<file path="src/rtl/alu_pkg.sv">
`default_nettype none
// ============================================================================
// Module      : alu_pkg
// Description : Shared types, default sizes and the round-robin pick function
//               for the adder round-robin scheduler.
//               - state_e : scheduler FSM state encoding
//               - ALU_N   : default operand/result width
//               - ALU_R   : default requester count
//               - rr_pick : grant index search starting at the RR pointer
// Revision    : 1.0 - initial release
// ============================================================================
package alu_pkg;

    localparam int ALU_N      = 32;
    localparam int ALU_R      = 4;
    // Widest requester vector rr_pick can search.
    localparam int RR_MAX     = 16;

    typedef enum logic [1:0] {
        IDLE = 2'd0,
        CALC = 2'd1,
        DONE = 2'd2
    } state_e;

    // Returns the first set bit of valid[0 +: r], searching ptr, ptr+1, ...,
    // r-1, 0, ..., ptr-1. The loop runs from the farthest offset down to
    // offset 0 so that the nearest set bit overwrites any farther one.
    // When nothing is valid the pointer itself is returned.
    function automatic int rr_pick(input logic [RR_MAX-1:0] valid,
                                   input int ptr,
                                   input int r);
        int pick;
        int idx;
        pick = ptr;
        for (int i = RR_MAX - 1; i >= 0; i--) begin
            if (i < r) begin
                idx = ptr + i;
                if (idx >= r) begin
                    idx = idx - r;
                end
                if (valid[idx[3:0]]) begin
                    pick = idx;
                end
            end
        end
        return pick;
    endfunction

endpackage
`default_nettype wire

</file>
<file path="src/rtl/N_bit_adder.sv">
`default_nettype none
// ============================================================================
// Module      : N_bit_adder
// Description : Plain combinational N-bit adder with carry out.
//   a_i     [N-1:0] in  : operand A
//   b_i     [N-1:0] in  : operand B
//   sum_o   [N-1:0] out : (A+B) mod 2^N
//   carry_o         out : carry out of bit N-1
// Revision    : 1.0 - initial release
// ============================================================================
module N_bit_adder #(
    parameter int N = 32
) (
    input  logic [N-1:0] a_i,
    input  logic [N-1:0] b_i,
    output logic [N-1:0] sum_o,
    output logic         carry_o
);

    logic [N:0] full_sum;

    assign full_sum = {1'b0, a_i} + {1'b0, b_i};
    assign sum_o    = full_sum[N-1:0];
    assign carry_o  = full_sum[N];

endmodule
`default_nettype wire

</file>
<file path="src/rtl/adder_rr_scheduler_rr_arbiter.sv">
`default_nettype none
// ============================================================================
// Module      : rr_arbiter
// Description : Purely combinational round-robin grant selection.
//   valid_i      [R-1:0]   in  : request vector
//   ptr_i        [IDW-1:0] in  : highest-priority index
//   gnt_onehot_o [R-1:0]   out : one-hot grant (zero when nothing valid)
//   gnt_idx_o    [IDW-1:0] out : granted index (meaningful when any_o)
//   any_o                  out : at least one request valid
// Revision    : 1.0 - initial release
// ============================================================================
module rr_arbiter
    import alu_pkg::*;
#(
    parameter  int R   = 4,
    localparam int IDW = (R > 1) ? $clog2(R) : 1
) (
    input  logic [R-1:0]   valid_i,
    input  logic [IDW-1:0] ptr_i,
    output logic [R-1:0]   gnt_onehot_o,
    output logic [IDW-1:0] gnt_idx_o,
    output logic           any_o
);

    logic [RR_MAX-1:0] valid_ext;
    int                pick;

    always_comb begin
        valid_ext          = '0;
        valid_ext[R-1:0]   = valid_i;
        pick               = rr_pick(valid_ext, int'(ptr_i), R);
        gnt_idx_o          = IDW'(pick);
        any_o              = |valid_i;
        gnt_onehot_o       = '0;
        if (any_o) begin
            gnt_onehot_o[gnt_idx_o] = 1'b1;
        end
    end

endmodule
`default_nettype wire

</file>
<file path="src/rtl/adder_rr_scheduler.sv">
`default_nettype none
// ============================================================================
// Module      : adder_rr_scheduler
// Description : Shares one N-bit adder between R valid/ready requesters with
//               round-robin grants. Granted operands are registered, added,
//               and the tagged result is held on res_* until accepted.
//   clk        in            : rising-edge clock
//   rst_n      in            : asynchronous active-low reset
//   req_valid  in  [R-1:0]   : per-requester request valid
//   req_ready  out [R-1:0]   : per-requester accept strobe (one-hot or zero)
//   req_a      in  [R*N-1:0] : operand A, requester k at [k*N +: N]
//   req_b      in  [R*N-1:0] : operand B, same packing
//   res_valid  out           : result available (registered, high in DONE)
//   res_ready  in            : result consumer ready
//   res_sum    out [N-1:0]   : (A+B) mod 2^N
//   res_carry  out           : carry out of bit N-1
//   res_id     out [IDW-1:0] : requester that produced the result
//   busy       out           : state is not IDLE
//   op_count   out [CNTW-1:0]: completed result handshakes (wrapping)
// Revision    : 1.0 - initial release
// ============================================================================
module adder_rr_scheduler
    import alu_pkg::*;
#(
    parameter  int N    = ALU_N,
    parameter  int R    = ALU_R,
    parameter  int CNTW = 16,
    localparam int IDW  = (R > 1) ? $clog2(R) : 1
) (
    input  logic            clk,
    input  logic            rst_n,
    input  logic [R-1:0]    req_valid,
    output logic [R-1:0]    req_ready,
    input  logic [R*N-1:0]  req_a,
    input  logic [R*N-1:0]  req_b,
    output logic            res_valid,
    input  logic            res_ready,
    output logic [N-1:0]    res_sum,
    output logic            res_carry,
    output logic [IDW-1:0]  res_id,
    output logic            busy,
    output logic [CNTW-1:0] op_count
);

    state_e          state_q, state_d;
    logic [IDW-1:0]  ptr_q, ptr_d;
    logic [N-1:0]    op_a_q, op_b_q;
    logic [IDW-1:0]  id_q;
    logic [N-1:0]    res_sum_q;
    logic            res_carry_q;
    logic [IDW-1:0]  res_id_q;
    logic            res_valid_q;
    logic [CNTW-1:0] op_count_q;

    logic [R-1:0]    gnt_onehot;
    logic [IDW-1:0]  gnt_idx;
    logic            gnt_any;
    logic [N-1:0]    sel_a, sel_b;
    logic [N-1:0]    add_sum;
    logic            add_carry;

    logic            load_op;
    logic            load_res;
    logic            complete;

    rr_arbiter #(
        .R (R)
    ) u_arb (
        .valid_i      (req_valid),
        .ptr_i        (ptr_q),
        .gnt_onehot_o (gnt_onehot),
        .gnt_idx_o    (gnt_idx),
        .any_o        (gnt_any)
    );

    N_bit_adder #(
        .N (N)
    ) u_adder (
        .a_i     (op_a_q),
        .b_i     (op_b_q),
        .sum_o   (add_sum),
        .carry_o (add_carry)
    );

    assign sel_a = req_a[int'(gnt_idx)*N +: N];
    assign sel_b = req_b[int'(gnt_idx)*N +: N];

    // Pointer moves one past the granted requester, wrapping after R-1.
    assign ptr_d = (gnt_idx == IDW'(R - 1)) ? '0 : gnt_idx + IDW'(1);

    always_comb begin
        state_d   = state_q;
        req_ready = '0;
        load_op   = 1'b0;
        load_res  = 1'b0;
        complete  = 1'b0;
        case (state_q)
            IDLE: begin
                if (gnt_any) begin
                    req_ready = gnt_onehot;
                    load_op   = 1'b1;
                    state_d   = CALC;
                end
            end
            CALC: begin
                load_res = 1'b1;
                state_d  = DONE;
            end
            DONE: begin
                if (res_ready) begin
                    complete = 1'b1;
                    state_d  = IDLE;
                end
            end
            default: state_d = IDLE;
        endcase
    end

    always_ff @(posedge clk or negedge rst_n) begin
        if (!rst_n) begin
            state_q     <= IDLE;
            ptr_q       <= '0;
            op_a_q      <= '0;
            op_b_q      <= '0;
            id_q        <= '0;
            res_sum_q   <= '0;
            res_carry_q <= 1'b0;
            res_id_q    <= '0;
            res_valid_q <= 1'b0;
            op_count_q  <= '0;
        end else begin
            state_q     <= state_d;
            // Registered so res_valid is a clean flop output tracking DONE.
            res_valid_q <= (state_d == DONE);
            if (load_op) begin
                op_a_q <= sel_a;
                op_b_q <= sel_b;
                id_q   <= gnt_idx;
                ptr_q  <= ptr_d;
            end
            if (load_res) begin
                res_sum_q   <= add_sum;
                res_carry_q <= add_carry;
                res_id_q    <= id_q;
            end
            if (complete) begin
                op_count_q <= op_count_q + CNTW'(1);
            end
        end
    end

    assign res_valid = res_valid_q;
    assign res_sum   = res_sum_q;
    assign res_carry = res_carry_q;
    assign res_id    = res_id_q;
    assign busy      = (state_q != IDLE);
    assign op_count  = op_count_q;

endmodule
`default_nettype wire

</file>
<file path="config.mk">
export PLATFORM = sky130hd
export DESIGN_NAME = adder_rr_scheduler
export DESIGN_NICKNAME = d
export VERILOG_FILES = /design/src/rtl/alu_pkg.sv /design/src/rtl/N_bit_adder.sv /design/src/rtl/adder_rr_scheduler_rr_arbiter.sv /design/src/rtl/adder_rr_scheduler.sv
export SDC_FILE = /design/constraint.sdc
export NUM_CORES = 1
export LEC_CHECK = 0
export CORE_MARGIN = 5
export CORE_UTILIZATION = 25
export DETAILED_ROUTE_END_ITERATION = 6
export SYNTH_ARGS = -nofsm -noshare
export SYNTH_HDL_FRONTEND = slang
export SYNTH_SLANG_ARGS = --single-unit
</file>
<file path="constraint.sdc">
create_clock -name clk -period 3.1 [get_ports clk]
set_input_delay 0.62 -clock clk [delete_from_list [all_inputs] [get_ports clk]]
set_output_delay 0.62 -clock clk [all_outputs]
set_load 0.005 [all_outputs]
</file>
==> flow_summary.json <==
{
  "status": "finished, violations left",
  "violations": "negative setup slack",
  "gr-total-overflow": 0,
  "clk_pin_slew_ps": 60,
  "ys_types": 68,
  "place_congestion": 0.886,
  "final_common_cell": "clkdlybuf4s50_1",
  "htree_levels": 4,
  "cts_tree": "yes",
  "ant_nets": 0,
  "num_io_pins": 320,
  "synthArstFlopShare_pct": 100,
  "grt-busiest-layer": "met2",
  "start_kind": "primary input",
  "clock_sinks": 122,
  "cts_buffers": 17,
  "grt_max_degree": 189,
  "grt_util_met2_pct": 30.3,
  "avgSynthCellArea_um2": 8.37,
  "io_buffers": 319,
  "hold_path_class": "in2async",
  "use_met1_pct": 24.8,
  "drc": 0,
  "die_area_mm2": 0.0508,
  "finClkSkew_ps": 10.8,
  "ys_warn_count": 0,
  "drive_above_1_share_pct": 12.2,
  "synth_area_mm2": 0.0116,
  "slew_headroom_pct": 44.3,
  "slew_violations": 0,
  "die_y_um": 225,
  "path_max_fanout": 7,
  "p_leak_nw": 6.53,
  "nets": 1957,
  "dp_hpwl_um": 35400,
  "ir_worst_vdd_uv": 976,
  "worst-r2r-cell-count": 12,
  "synthToLayoutAreaGrowth_pct": 41.8,
  "drt_iter0_markers": 761,
  "met3_usage_pct": 3.74,
  "worst_pin_slew_ps": 836,
  "worst_slack_ps": -224,
  "nFillCells": 4720,
  "vias": 12460,
  "drt_first_pass_iters": 4,
  "wl_per_cell_um": 22.1,
  "fin_crit_ps": 3320,
  "fp.dieW_um": 225,
  "hold_violations": 0,
  "fin_setup_tns_ps": -875,
  "clock-root-buffer": "clkbuf_16",
  "antenna_found_initial": 9,
  "synthFlopType": "dfrtp_1",
  "multi_input_area_mm2": 0.00795,
  "start_util_pct": 25.1,
  "synth_area_leaders": "dfrtp_1, mux2i_1, mux2_4",
  "p_per_area_mw_per_mm2": 1330,
  "vias_per_cell": 5.46,
  "syn_nets": 1690,
  "holdWs_ps": 216,
  "first_global_vias": 11788,
  "std_cell_rows": 79,
  "cp-end-kind": "primary output",
  "routed_wl_um": 50400,
  "clockBufferDepth": 2,
  "synth_edf_count": 0,
  "worstPathRequired_ps": 2480,
  "synth_area_leader_cell": "dfrtp_1",
  "setup_viol": 8,
  "critical_path_class": "in2out",
  "maxCapViolCount": 0,
  "synth-seq-cells": 122,
  "synth_top_area_share_pct": 26.3,
  "synth_cells": 1387,
  "min_period_over_period_pct": 107,
  "grt_pass1_wl_um": 73200,
  "timing.fmax_ghz": 0.301,
  "ys_seq_area_share_pct": 26.3,
  "final_cell_mix": "clkdlybuf4s50_1, nor2_1, dfrtp_1",
  "cp.arrival_ps": 2700,
  "core_area_mm2": 0.0463,
  "rsz0062_at_grt": "true",
  "seqCellArea_mm2": 0.00306,
  "insertion_delay_ps": 450,
  "grt_usage_pct": 18.8
}
-- area by class of cell --
cell class | instances | area share [%]
Timing Repair Buffer | 386 | 24.5
Clock buffer | 18 | 2.61
Inverter | 9 | 0.220
Clock inverter | 13 | 1.03
Antenna cell | 9 | 0.137
Multi-Input combinational cell | 1118 | 48.3
Sequential cell | 122 | 18.6
Tap cell | 607 | 4.61
-- power by group --
| part | leakage, nW | internal, mW | switching [mW] |
|---|---|---|---|
| sequential | 1.45 | 2.40 | 0.788 |
| clock | 0.279 | 1.27 | 0.836 |
| combinational | 4.80 | 7.38 | 9.24 |
| total | 6.53 | 11.0 | 10.9 |
-- through the flow --
stage	setup WS, ps	total power, mW	cell area, um^2	instances	util [%]
2_1_floorplan	-121	14.2	11700	1387	-
3_3_place_gp	-658	18.4	15400	2228	33.4
3_5_place_dp	-702	18.6	15400	2228	33.4
4_1_cts	-246	21.6	16300	2269	35.3
5_1_grt	-295	23.6	16500	2282	35.6
6_report	-224	21.9	16500	2282	35.6
-- cell usage after synthesis, drive strengths merged (4+ instances only) --
master and count:
o21ai 168, nor2 158, dfrtp 122, clkbuf 84
nand2 76, mux2i 70, a31oi 69, o211ai 69
mux2 68, a211oi 66, o221ai 64, o22ai 64
buf 54, ha 39, a21oi 36, a21o 20
xor2 20, xnor2 18, and3 15, nand4 11
inv 9, o21a 9, nand3 7, nor2b 7
nor3 5, and2 4, or2 4
-- per-layer routing --
layer	up-vias	part of all wire [%]
met5	-	0
met4	0	3.6
met3	67	5.5
met2	420	47
met1	6048	44
li1	5925	-
-- sequential cells by signal, indices dropped and copies added (netlist names) --
| name | count |
|---|---|
| op_count | 16 |
| ptr_q | 2 |
| op_b_q | 32 |
| res_valid | 1 |
| res_carry | 1 |
| id_q | 2 |
| res_id | 2 |
| state_q | 2 |
| op_a_q | 32 |
| res_sum | 32 |
-- what timing repair did --
action	in CTS	in global routing
hold buffers	0	0
endpoints found under the hold margin	0	0
endpoints found under the setup margin	61	45
buffers inserted	4	3
pin swaps	5	6
gates cloned	6	1
gates resized for setup	29	22
-- worst max-delay path, stage by stage --
cell             delay, ps
clkdlybuf4s50_1        520
mux4_2                 490
a21o_1                 180
o21a_4                 200
o21ai_2                100
and2_4                 160
buf_6                  100
buf_6                   80
and3b_1                140
buf_2                  110
-- worst paths after layout --
path	slack (ps)	from	endpoint
min	220	rst_n	op_count[10]
max reg2reg	-30	ptr_q[0]	op_a_q[29]
max in group asynchronous	2210	rst_n	op_b_q[0]
min in group clk	470	op_count[15]	op_count[15]
min reg2reg	470	op_count[15]	op_count[15]
max	-220	req_valid[1]	req_ready[1]
-- cell families (layout without fill, tap and decap cells) --
family | count (synthesis) | after routing | share of synthesized area [%]
xor gates and xnor gates | 38 | 38 | 2.87
and+or+nand+nor | 303 | 303 | 11.3
buffers and inverters | 147 | 426 | 6.57
other | 0 | 9 | 0
adders and majority gates | 40 | 40 | 4.38
DFF | 122 | 122 | 26.3
muxes | 140 | 140 | 14.5
AOI/OAI and AO/OA | 597 | 597 | 34.1
Power figures use the tool's default switching activity.
